### config.mk
export PLATFORM = sky130hd
export DESIGN_NAME = alu_arbiter_flat
export DESIGN_NICKNAME = d
export VERILOG_FILES = /design/src/rtl/alu_arbiter_if.sv /design/src/rtl/alu_arbiter.sv /design/src/flat_wrapper.sv
export SDC_FILE = /design/constraint.sdc
export NUM_CORES = 1
export LEC_CHECK = 0
export BUFFER_PORTS_ARGS = -buffer_cell sky130_fd_sc_hd__buf_2
export CAP_MARGIN = 20
export CORE_AREA = 5 5 153 155
export CTS_CLUSTER_DIAMETER = 80
export DETAILED_ROUTE_END_ITERATION = 7
export DIE_AREA = 0 0 158 160
export GPL_ROUTABILITY_DRIVEN = 0
export GPL_TIMING_DRIVEN = 0
export MAX_ROUTING_LAYER = met4
export PLACE_DENSITY = 0.66
export SETUP_SLACK_MARGIN = 0.2
export SLEW_MARGIN = 5
export SYNTH_ARGS = -nofsm -noshare
export SYNTH_HDL_FRONTEND = slang
export SYNTH_SLANG_ARGS = --single-unit
### constraint.sdc
create_clock -name clk -period 2.1 [get_ports clk]
set_input_delay 0.105 -clock clk [delete_from_list [all_inputs] [get_ports clk]]
set_output_delay 0.105 -clock clk [all_outputs]
set_load 0.005 [all_outputs]
### src/rtl/alu_arbiter_if.sv
// Requester-side bus of alu_arbiter: two valid/ready request channels plus a shared response payload.
// The master modport is the requester side and the slave modport is the arbiter side.
interface alu_arbiter_if #(
  parameter int XLEN   = 32,
  parameter int CTRL_W = 10
);
  logic              req_valid_0, req_valid_1;
  logic              req_ready_0, req_ready_1;
  logic [XLEN-1:0]   req_a_0,     req_a_1;
  logic [XLEN-1:0]   req_b_0,     req_b_1;
  logic [XLEN-1:0]   req_imm_0,   req_imm_1;
  logic              req_imm_en_0, req_imm_en_1;
  logic [CTRL_W-1:0] req_ctrl_0,  req_ctrl_1;

  logic              rsp_valid_0, rsp_valid_1;
  logic              rsp_ready_0, rsp_ready_1;
  logic [XLEN-1:0]   rsp_data;
  logic              rsp_n, rsp_z;

  modport master (
    output req_valid_0, req_valid_1,
    input  req_ready_0, req_ready_1,
    output req_a_0, req_a_1, req_b_0, req_b_1, req_imm_0, req_imm_1,
    output req_imm_en_0, req_imm_en_1, req_ctrl_0, req_ctrl_1,
    input  rsp_valid_0, rsp_valid_1,
    output rsp_ready_0, rsp_ready_1,
    input  rsp_data, rsp_n, rsp_z
  );

  modport slave (
    input  req_valid_0, req_valid_1,
    output req_ready_0, req_ready_1,
    input  req_a_0, req_a_1, req_b_0, req_b_1, req_imm_0, req_imm_1,
    input  req_imm_en_0, req_imm_en_1, req_ctrl_0, req_ctrl_1,
    output rsp_valid_0, rsp_valid_1,
    input  rsp_ready_0, rsp_ready_1,
    output rsp_data, rsp_n, rsp_z
  );
endinterface

### src/rtl/alu_arbiter.sv
// Round-robin sharing of one combinational ALU between two requesters, one operation in flight.
// Optional ALU_ARB_FASTPATH_EN: accept the next request in the response-handshake cycle (RESP->EXEC).
module alu_arbiter #(
  parameter int XLEN   = 32,
  parameter int CTRL_W = 10
) (
  input  logic              clk,
  input  logic              rst_n,
  alu_arbiter_if.slave      bus,
  output logic [XLEN-1:0]   alu_busA,
  output logic [XLEN-1:0]   alu_busB,
  output logic [XLEN-1:0]   alu_imm,
  output logic              alu_imm_en,
  output logic [CTRL_W-1:0] alu_ctrl,
  input  logic [XLEN-1:0]   alu_out,
  input  logic              alu_n,
  input  logic              alu_z
);

  typedef enum logic [1:0] {
    IDLE = 2'd0,
    EXEC = 2'd1,
    RESP = 2'd2
  } state_e;

  typedef struct packed {
    logic [XLEN-1:0]   a;
    logic [XLEN-1:0]   b;
    logic [XLEN-1:0]   imm;
    logic              imm_en;
    logic [CTRL_W-1:0] ctrl;
  } op_t;

`ifdef ALU_ARB_FASTPATH_EN
  localparam bit FastPath = 1'b1;
`else
  localparam bit FastPath = 1'b0;
`endif

  state_e          state_q, state_d;
  logic            ptr_q, ptr_d;
  logic            owner_q, owner_d;
  logic            rsp_valid_q, rsp_valid_d;
  logic [XLEN-1:0] rsp_data_q, rsp_data_d;
  logic            rsp_n_q, rsp_n_d;
  logic            rsp_z_q, rsp_z_d;
  op_t             op_q, op_d;

  op_t  req_op_0, req_op_1;
  logic rsp_hs;
  logic issue_ok;
  logic arb_ptr;
  logic grant;
  logic req_hs;

  assign req_op_0 = '{a: bus.req_a_0, b: bus.req_b_0, imm: bus.req_imm_0,
                      imm_en: bus.req_imm_en_0, ctrl: bus.req_ctrl_0};
  assign req_op_1 = '{a: bus.req_a_1, b: bus.req_b_1, imm: bus.req_imm_1,
                      imm_en: bus.req_imm_en_1, ctrl: bus.req_ctrl_1};

  // Arbitration: in RESP the pointer is taken as ~owner, which is what ptr becomes on acceptance.
  always_comb begin
    rsp_hs   = (state_q == RESP) && rsp_valid_q &&
               (owner_q ? bus.rsp_ready_1 : bus.rsp_ready_0);
    issue_ok = (state_q == IDLE) || (FastPath && rsp_hs);
    arb_ptr  = (state_q == RESP) ? ~owner_q : ptr_q;
    if (bus.req_valid_0 && bus.req_valid_1) begin
      grant = arb_ptr;
    end else begin
      grant = bus.req_valid_1;
    end
    req_hs = issue_ok && (bus.req_valid_0 || bus.req_valid_1);
  end

  assign bus.req_ready_0 = req_hs && !grant;
  assign bus.req_ready_1 = req_hs &&  grant;
  assign bus.rsp_valid_0 = rsp_valid_q && !owner_q;
  assign bus.rsp_valid_1 = rsp_valid_q &&  owner_q;
  assign bus.rsp_data    = rsp_data_q;
  assign bus.rsp_n       = rsp_n_q;
  assign bus.rsp_z       = rsp_z_q;

  assign alu_busA   = op_q.a;
  assign alu_busB   = op_q.b;
  assign alu_imm    = op_q.imm;
  assign alu_imm_en = op_q.imm_en;
  assign alu_ctrl   = op_q.ctrl;

  always_comb begin
    // NOTE: every _d is defaulted to its _q first so no path through the case infers a latch.
    state_d     = state_q;
    ptr_d       = ptr_q;
    owner_d     = owner_q;
    rsp_valid_d = rsp_valid_q;
    rsp_data_d  = rsp_data_q;
    rsp_n_d     = rsp_n_q;
    rsp_z_d     = rsp_z_q;
    op_d        = op_q;

    case (state_q)
      IDLE: begin
        if (req_hs) state_d = EXEC;
      end
      EXEC: begin
        rsp_data_d  = alu_out;
        rsp_n_d     = alu_n;
        rsp_z_d     = alu_z;
        rsp_valid_d = 1'b1;
        state_d     = RESP;
      end
      RESP: begin
        if (rsp_hs) begin
          rsp_valid_d = 1'b0;
          ptr_d       = ~owner_q;
          state_d     = req_hs ? EXEC : IDLE;
        end
      end
      default: state_d = IDLE;
    endcase

    // Operands are captured only on the request handshake; they hold afterwards.
    if (req_hs) begin
      op_d    = grant ? req_op_1 : req_op_0;
      owner_d = grant;
    end
  end

  // NOTE: datapath registers are reset too, so an operation in flight is fully dropped by rst_n.
  always_ff @(posedge clk or negedge rst_n) begin
    if (!rst_n) begin
      state_q     <= IDLE;
      ptr_q       <= 1'b0;
      owner_q     <= 1'b0;
      rsp_valid_q <= 1'b0;
      rsp_data_q  <= '0;
      rsp_n_q     <= 1'b0;
      rsp_z_q     <= 1'b0;
      op_q        <= '0;
    end else begin
      // NOTE: non-blocking assignments keep every register sampling pre-edge values.
      state_q     <= state_d;
      ptr_q       <= ptr_d;
      owner_q     <= owner_d;
      rsp_valid_q <= rsp_valid_d;
      rsp_data_q  <= rsp_data_d;
      rsp_n_q     <= rsp_n_d;
      rsp_z_q     <= rsp_z_d;
      op_q        <= op_d;
    end
  end

  a_ready_onehot0: assert property (@(posedge clk) disable iff (!rst_n)
    !(bus.req_ready_0 && bus.req_ready_1));

  a_no_ready_in_exec: assert property (@(posedge clk) disable iff (!rst_n)
    (state_q == EXEC) |-> (!bus.req_ready_0 && !bus.req_ready_1));

  a_rsp_held: assert property (@(posedge clk) disable iff (!rst_n)
    (state_q == RESP && !rsp_hs) |=> (rsp_valid_q && $stable(rsp_data_q) && $stable(owner_q)));

endmodule

### src/flat_wrapper.sv
// flat-port wrapper written by rule: the top's interface ports become plain ports
module alu_arbiter_flat 
#(
  parameter int XLEN   = 32,
  parameter int CTRL_W = 10
)
  (clk, rst_n, alu_busA, alu_busB, alu_imm, alu_imm_en, alu_ctrl, alu_out, alu_n, alu_z, bus_req_valid_0, bus_req_valid_1, bus_req_ready_0, bus_req_ready_1, bus_req_a_0, bus_req_a_1, bus_req_b_0, bus_req_b_1, bus_req_imm_0, bus_req_imm_1, bus_req_imm_en_0, bus_req_imm_en_1, bus_req_ctrl_0, bus_req_ctrl_1, bus_rsp_valid_0, bus_rsp_valid_1, bus_rsp_ready_0, bus_rsp_ready_1, bus_rsp_data, bus_rsp_n, bus_rsp_z);
  alu_arbiter_if #(.XLEN(XLEN), .CTRL_W(CTRL_W)) bus_i ();
  input  logic clk;
  input  logic rst_n;
  output logic [XLEN-1:0] alu_busA;
  output logic [XLEN-1:0] alu_busB;
  output logic [XLEN-1:0] alu_imm;
  output logic alu_imm_en;
  output logic [CTRL_W-1:0] alu_ctrl;
  input  logic [XLEN-1:0] alu_out;
  input  logic alu_n;
  input  logic alu_z;
  input wire logic [$bits(bus_i.req_valid_0)-1:0] bus_req_valid_0;
  input wire logic [$bits(bus_i.req_valid_1)-1:0] bus_req_valid_1;
  output wire logic [$bits(bus_i.req_ready_0)-1:0] bus_req_ready_0;
  output wire logic [$bits(bus_i.req_ready_1)-1:0] bus_req_ready_1;
  input wire logic [$bits(bus_i.req_a_0)-1:0] bus_req_a_0;
  input wire logic [$bits(bus_i.req_a_1)-1:0] bus_req_a_1;
  input wire logic [$bits(bus_i.req_b_0)-1:0] bus_req_b_0;
  input wire logic [$bits(bus_i.req_b_1)-1:0] bus_req_b_1;
  input wire logic [$bits(bus_i.req_imm_0)-1:0] bus_req_imm_0;
  input wire logic [$bits(bus_i.req_imm_1)-1:0] bus_req_imm_1;
  input wire logic [$bits(bus_i.req_imm_en_0)-1:0] bus_req_imm_en_0;
  input wire logic [$bits(bus_i.req_imm_en_1)-1:0] bus_req_imm_en_1;
  input wire logic [$bits(bus_i.req_ctrl_0)-1:0] bus_req_ctrl_0;
  input wire logic [$bits(bus_i.req_ctrl_1)-1:0] bus_req_ctrl_1;
  output wire logic [$bits(bus_i.rsp_valid_0)-1:0] bus_rsp_valid_0;
  output wire logic [$bits(bus_i.rsp_valid_1)-1:0] bus_rsp_valid_1;
  input wire logic [$bits(bus_i.rsp_ready_0)-1:0] bus_rsp_ready_0;
  input wire logic [$bits(bus_i.rsp_ready_1)-1:0] bus_rsp_ready_1;
  output wire logic [$bits(bus_i.rsp_data)-1:0] bus_rsp_data;
  output wire logic [$bits(bus_i.rsp_n)-1:0] bus_rsp_n;
  output wire logic [$bits(bus_i.rsp_z)-1:0] bus_rsp_z;
  assign bus_i.req_valid_0 = bus_req_valid_0;
  assign bus_i.req_valid_1 = bus_req_valid_1;
  assign bus_req_ready_0 = bus_i.req_ready_0;
  assign bus_req_ready_1 = bus_i.req_ready_1;
  assign bus_i.req_a_0 = bus_req_a_0;
  assign bus_i.req_a_1 = bus_req_a_1;
  assign bus_i.req_b_0 = bus_req_b_0;
  assign bus_i.req_b_1 = bus_req_b_1;
  assign bus_i.req_imm_0 = bus_req_imm_0;
  assign bus_i.req_imm_1 = bus_req_imm_1;
  assign bus_i.req_imm_en_0 = bus_req_imm_en_0;
  assign bus_i.req_imm_en_1 = bus_req_imm_en_1;
  assign bus_i.req_ctrl_0 = bus_req_ctrl_0;
  assign bus_i.req_ctrl_1 = bus_req_ctrl_1;
  assign bus_rsp_valid_0 = bus_i.rsp_valid_0;
  assign bus_rsp_valid_1 = bus_i.rsp_valid_1;
  assign bus_i.rsp_ready_0 = bus_rsp_ready_0;
  assign bus_i.rsp_ready_1 = bus_rsp_ready_1;
  assign bus_rsp_data = bus_i.rsp_data;
  assign bus_rsp_n = bus_i.rsp_n;
  assign bus_rsp_z = bus_i.rsp_z;
  alu_arbiter #(.XLEN(XLEN), .CTRL_W(CTRL_W)) u_core (.clk(clk), .rst_n(rst_n), .bus(bus_i), .alu_busA(alu_busA), .alu_busB(alu_busB), .alu_imm(alu_imm), .alu_imm_en(alu_imm_en), .alu_ctrl(alu_ctrl), .alu_out(alu_out), .alu_n(alu_n), .alu_z(alu_z));
endmodule
==> impl_metrics.toml, run 1 <==
[clocking]
cts_buffer_depth = 2
numCtsBuffers = 17
cts_root_buffer = "clkbuf_16"
hold_buffers = 237
cts.sinks = 146
htreeDepth = 4
ctsResizeCount = 7
cts_setup_buffers = 0

[synthesis]
syn_avg_cell_area_um2 = 13.4
synthCells = 470
yosysSeqAreaShare_pct = 58.0
synth_cell_types = 21
ys_ff_latch = 146
syn_area_um2 = 6300
yosysWarnings = 0
synth_nets = 724

[floorplan]
ios = 399
fp.dieW_um = 158
chipHeight_um = 160
rows = 54
start_util_pct = 29.1

[placed_design]
dp_hpwl_um = 17800
io_buffers = 398
post_dp_cell_area_um2 = 8690
dpl.cell_count = 1150

[run_status]
firstError = "[ERROR RSZ-0060] Max buffer count reached."
failed_stage = "4_1_cts"
outcome = "did not finish"
## cell families after synthesis
| logic type | share of synthesized area (%) |
|---|---|
| DFF | 58.0 |
| muxes | 6.25 |
| and+or+nand+nor | 1.39 |
| AOI/OAI and AO/OA | 30.3 |
| buffers and inverters | 4.05 |
## stage by stage
stage,TNS (ns),hold slack (ns),worst slack [ns]
2_1_floorplan,0,-0.191,0.555
3_3_place_gp,-183.98,0.334,-1.27
3_5_place_dp,0,0.156,0.0968
## Yosys cell counts
master    instances  area share (%)
a21oi_1           3            0.24
a221o_1         107              17
a31oi_1           1           0.099
and2_1            1           0.099
and3_1            2            0.20
buf_1             7            0.42
buf_2             9            0.71
buf_4             1            0.12
buf_6             6             1.1
clkbuf_1         28             1.7
dfrtp_1         146              58
inv_1             1           0.060
mux2_2           35             6.3
nand2_1           2            0.12
nand2b_1          3            0.30
nor2_1            3            0.18
nor2b_1           3            0.30
o21a_1          107              13
o21ai_0           3            0.24
or2_1             1           0.099
or2_2             1           0.099
==> run 2: changes to the inputs <==
Settings changed: CORE_AREA 5 5 153 155 to 5 5 184 186, CTS_CLUSTER_DIAMETER 80 to not set, DIE_AREA 0 0 158 160 to 0 0 189 191, MAX_ROUTING_LAYER met4 to not set, PLACE_DENSITY 0.66 to not set, PLACE_DENSITY_LB_ADDON set to 0.15, SETUP_SLACK_MARGIN 0.2 to not set.
==> impl_metrics.toml, run 2 <==
[floorplan]
coreArea_um2 = 32100
chipHeight_um = 191
start_util_pct = 19.6
dieArea_um2 = 36100
ios = 399
fp.dieW_um = 189
rows = 66

[final_layout]
instances_no_fill = 1561
syn2layout_area_growth_pct = 89.8
final_common_cell = "buf_2"
layout_common_cells = "buf_2, dlygate4sd3_1, dfrtp_1"
final_nets = 1394
drive_gt1_share_pct = 41.9
final_area_um2 = 12000

[drt]
ant_nets = 0
drtIter0Drc = 198
wirelength_um = 29000
wl_met1_um = 11700
dr.pass1.iters = 4
via_per_inst = 4.46
detail_route.wl_per_cell_um = 18.5
vias = 6956
met2_length_um = 14700
route.top_layer_used = "met5"
wl_met3_um = 1870
drc = 0

[clocking]
insertion_delay_ns = 0.43
cts_root_buffer = "clkbuf_16"
cts.sinks = 146
cts_buffer_depth = 2
clk_pin_slew_worst_paths_ns = 0.07
htreeDepth = 4
numCtsBuffers = 17
tritoncts = "yes"

[power]
leakage_nw = 5.68
power-per-cell-area_nw_per_um2 = 1230
totalPowerFinal_mw = 14.8
vdd_ir_drop_max_mv = 0.648

[global_route]
grt_pass1_vias = 7952
antenna_found_initial = 3
grt_usage_pct = 15.6
grt_first_pass_wirelength_um = 44200
grt_start_max_net_pins = 81
globalRoute.totalOverflow = 0

[timing]
final-hold-violation-count = 0
fin_ws_ns = 0.209
drv_slew = 0
period_minus_slack_ns = 1.89
finalCritPeriodShare_pct = 90.1
fmax_mhz = 529
slew_headroom_pct = 54.2
grt_setup_unrepaired = "false"
tightest_slew_ns = 0.687
skew_ns = 0.00724
holdWs_ns = 0.200
setup_viol = 0

[synthesis]
synth_cell_types = 21
yosysTopAreaCellShare_pct = 58.0
syn_avg_cell_area_um2 = 13.4
synthTopCellsByCount = "dfrtp_1, a221o_1, o21a_1, mux2_2, clkbuf_1"
yosysSeqAreaShare_pct = 58.0
synth_ff_type = "dfrtp_1"
synthCells = 470
syn_area_um2 = 6300
synth_nets = 724
ys_top_cells_by_area = "dfrtp_1, a221o_1, o21a_1"
ys_ff_latch = 146
synth_edf_count = 0
yosysWarnings = 0
synth_top_area_cell = "dfrtp_1"
postSynth.asyncResetShare_pct = 100
synthMostInstantiatedCell = "dfrtp_1"

[worst_setup_path]
critPathLaunchType = "flip-flop"
critPathKind = "reg -> reg"
worst_ep_arrival_time_ns = 2.26
end_kind = "flip-flop"
critPathRequiredTime_ns = 2.47
path_max_fanout = 19

[placed_design]
post_dp_cell_area_um2 = 8850
dpl.cell_count = 1278
dp_slack_ns = 0.0139
io_buffers = 398
dp_hpwl_um = 19700

[run]
drv_cap = 0

[hold_path]
hold_class = "in -> async"

[run_status]
outcome = "finished clean"
==> run 2: cell counts after synthesis <==
Identical to the previous run, type by type.
==> run 2: final timing paths <==
check	start	slack [ns]	cells after the start	endpoint
max in group asynchronous	rst_n	1.06	3	u_core.alu_busA[3]$_DFFE_PN0P_
max	u_core.state_q[0]$_DFFE_PN0P_	0.21	5	u_core.alu_imm[31]$_DFFE_PN0P_
min reg2reg	u_core.bus.rsp_data[28]$_DFFE_PN0P_	0.50	1	u_core.bus.rsp_data[28]$_DFFE_PN0P_
max reg2reg	u_core.state_q[0]$_DFFE_PN0P_	0.21	5	u_core.alu_imm[31]$_DFFE_PN0P_
min	rst_n	0.20	2	u_core.alu_busB[22]$_DFFE_PN0P_
min in group clk	bus_req_valid_1	0.36	4	u_core.owner_q$_DFFE_PN0P_
==> run 2: repair_timing <==
| action | CTS | global route |
|---|---|---|
| buffers inserted | 0 | 0 |
| endpoints found under the hold margin | 209 | 0 |
| hold buffers | 252 | 0 |
| gates resized for setup | 3 | 4 |
| endpoints found under the setup margin | 2 | 12 |
==> run 2: stage by stage <==
stage,setup TNS (ns),utilization (%)
global placement,-231.22,27.4
floorplan,0,-
CTS,0,37.2
detailed placement,0,27.6
global route,0,37.2
finish,0,37.2
==> run 2: where the power goes <==
group | internal (mW) | switching (mW)
registers | 4.21 | 0.774
clock network | 1.79 | 1.32
logic | 3.61 | 3.07
total | 9.60 | 5.16
==> run 2: cell families (layout without fill, tap and decap cells) <==
kind of cell,after synthesis,after routing,share of synthesized area [%]
flops,146,146,58.0
buf+inv,52,734,4.05
simple gates,16,16,1.39
compound gates,221,221,30.3
other cells,0,1,0
mux,35,35,6.25
==> run 2: per-layer routing <==
| layer | GRT usage [%] | vias to the layer above |
|---|---|---|
| met5 | 0 | - |
| met4 | 5.47 | 2 |
| met3 | 4.29 | 42 |
| met2 | 28.0 | 297 |
| met1 | 17.9 | 3409 |
| li1 | - | 3206 |
==> run 2: layout make-up <==
cell class	instances	area, um2
repair buffers	652	4560
clock inverters	11	129
clock buffers	20	447
well taps	408	510
fillers	3200	20200
multi-input cells	272	2390
flip-flops and latches	146	3650
plain buffers	50	258
inverters	1	3.75
diodes	1	2.50
==> run 2: critical path, stage by stage (launching register included) <==
cell and delay [ns]:
dfrtp_1 0.42, nor2_1 0.13, and3_1 0.16, buf_4 0.30, clkbuf_1 0.54, a221o_1 0.27
Power figures use the tool's default switching activity.
==> run 3: changes to the inputs <==
Settings changed: MAX_ROUTING_LAYER set to met4.
==> impl_metrics.toml, run 3 (synthesized netlist as in run 2, its figures left out) <==
[timing]
grt_setup_unrepaired = "false"
holdWs_ns = 0.199
skew_ns = 0.00774
fmax_mhz = 525
tightest_slew_ns = 0.678
period_minus_slack_ns = 1.91
setup_viol = 0
finalCritPeriodShare_pct = 90.8
slew_headroom_pct = 54.8
final-hold-violation-count = 0
tns_ns = 0
drv_slew = 0

[final_layout]
final_common_cell = "buf_2"
drive_gt1_share_pct = 41.9
multi_input_area_um2 = 2390
fill_cells = 3199
final_nets = 1394
syn2layout_area_growth_pct = 89.8
layout_common_cells = "buf_2, dlygate4sd3_1, dfrtp_1"
register_area_um2 = 3650

[drt]
ant_nets = 0
drc = 0
dr.pass1.iters = 4
detail_route.wl_per_cell_um = 18.5
vias = 6944
via_per_inst = 4.45
drtIter0Drc = 208
wirelength_um = 28900

[placed_design]
io_buffers = 398
dp_hpwl_um = 19700

[global_route]
grt_usage_pct = 16.1
grt_pass1_vias = 7963
grt_start_max_net_pins = 81
grt_first_pass_wirelength_um = 44200
globalRoute.totalOverflow = 0
antenna_found_initial = 3

[hold_path]
hold_class = "in -> async"

[clocking]
htreeDepth = 4
cts_root_buffer = "clkbuf_16"
insertion_delay_ns = 0.43
cts.sinks = 146
cts_buffer_depth = 2
tritoncts = "yes"
cts_setup_buffers = 0
clk_pin_slew_worst_paths_ns = 0.07
numCtsBuffers = 17

[run]
drv_cap = 0

[worst_setup_path]
end_kind = "flip-flop"
endpoint = "u_core.alu_imm[31]$_DFFE_PN0P_"
r2r-end = "u_core.alu_imm[31]$_DFFE_PN0P_"
startpoint = "u_core.state_q[0]$_DFFE_PN0P_"
crit_chain = "nor2_1 > and3_1 > buf_4 > clkbuf_1 > a221o_1"
reg2reg_from = "u_core.state_q[0]$_DFFE_PN0P_"
cpPeakStageDelay_ns = 0.55
path_buf_inv = 2
path_max_fanout = 19
cp.depth = 5
cp_slowest_cell = "clkbuf_1"
reg2reg_slack_ns = 0.19
worst_ep_arrival_time_ns = 2.28
critPathKind = "reg -> reg"
path_delay_family = "buffers and inverters"
critPathLaunchType = "flip-flop"
r2r_cells = 5
critPathRequiredTime_ns = 2.47

[power]
comb_power_share_pct = 45.3
pwr-share-seq_pct = 33.8
power-per-cell-area_nw_per_um2 = 1230
vdd_ir_drop_max_mv = 0.647
swShare_pct = 34.9
p_int_mw = 9.60
clock_power_share_pct = 21.0
switchingPower_mw = 5.16
leakage_nw = 5.68

[floorplan]
rows = 66
fp.dieW_um = 189
chipHeight_um = 191
ios = 399
start_util_pct = 19.6
coreArea_um2 = 32100
dieArea_um2 = 36100

[run_status]
outcome = "finished clean"
==> run 3: changes by cell type in the layout (fill, tap and decap cells not counted) <==
cell and delta:
diode_2 +1
==> run 3: cell type report <==
class	instances	share of cell area (%)
multi-input cells	272	20.0
clock inverters	11	1.08
clock buffers	20	3.73
inverters	1	0.0314
well taps	408	4.27
flip-flops and latches	146	30.5
repair buffers	652	38.1
plain buffers	50	2.15
diodes	2	0.0418
==> run 3: power by group through the flow <==
stage               logic (mW)  clock network [mW]  registers (mW)
detailed placement        6.38                   0            5.01
global placement          6.40                   0            5.02
global route              7.30                3.31            5.16
floorplan                 3.39                   0            5.07
CTS                       6.79                3.23            4.98
finish                    6.68                3.10            4.98
==> run 3: how the worst min path moves through the flow <==
stage / startpoint / slack [ns] / depth (start not counted) / endpoint
6_report: rst_n / 0.20 / 2 / u_core.alu_busB[22]$_DFFE_PN0P_
3_3_place_gp: bus_req_b_0[11] / 0.33 / 2 / u_core.alu_busB[11]$_DFFE_PN0P_
3_5_place_dp: rst_n / 0.11 / 1 / u_core.alu_busB[22]$_DFFE_PN0P_
4_1_cts: rst_n / 0.22 / 2 / u_core.alu_imm[0]$_DFFE_PN0P_
5_1_grt: rst_n / 0.27 / 2 / u_core.alu_busB[22]$_DFFE_PN0P_
2_1_floorplan: rst_n / -0.19 / 0 / u_core.alu_busA[0]$_DFFE_PN0P_
==> run 3: what timing repair did <==
action,in CTS,in global routing
gates resized for setup,3,4
hold endpoints to repair,209,0
setup endpoints to repair,2,12
pin swaps,0,0
hold buffers,252,0
==> run 3: worst register-to-register path, delay by kind of cell (launching register included) <==
kind | cells | cell delay [ns]
compound gates | 1 | 0.27
buf+inv | 2 | 0.86
flops | 1 | 0.42
simple gates | 2 | 0.29
==> run 3: layer usage <==
metal	vias up	global-route usage (%)	share of wire, %
met1	3386	18.4	41
met2	315	28.0	51
met4	0	5.44	2.3
met5	-	-	0
met3	37	3.60	5.9
li1	3206	-	-
==> run 3: through the flow <==
| step | instance area [um2] | power [mW] | util, % | setup slack, ns | cells |
|---|---|---|---|---|---|
| 4_1_cts | 12000 | 15.0 | 37.2 | 0.0207 | 1561 |
| 3_3_place_gp | 8800 | 11.4 | 27.4 | -1.59 | 1276 |
| 2_1_floorplan | 6300 | 8.45 | - | 0.555 | 470 |
| 6_report | 12000 | 14.8 | 37.2 | 0.194 | 1562 |
| 3_5_place_dp | 8850 | 11.4 | 27.6 | 0.0139 | 1278 |
| 5_1_grt | 12000 | 15.8 | 37.2 | 0.0280 | 1562 |
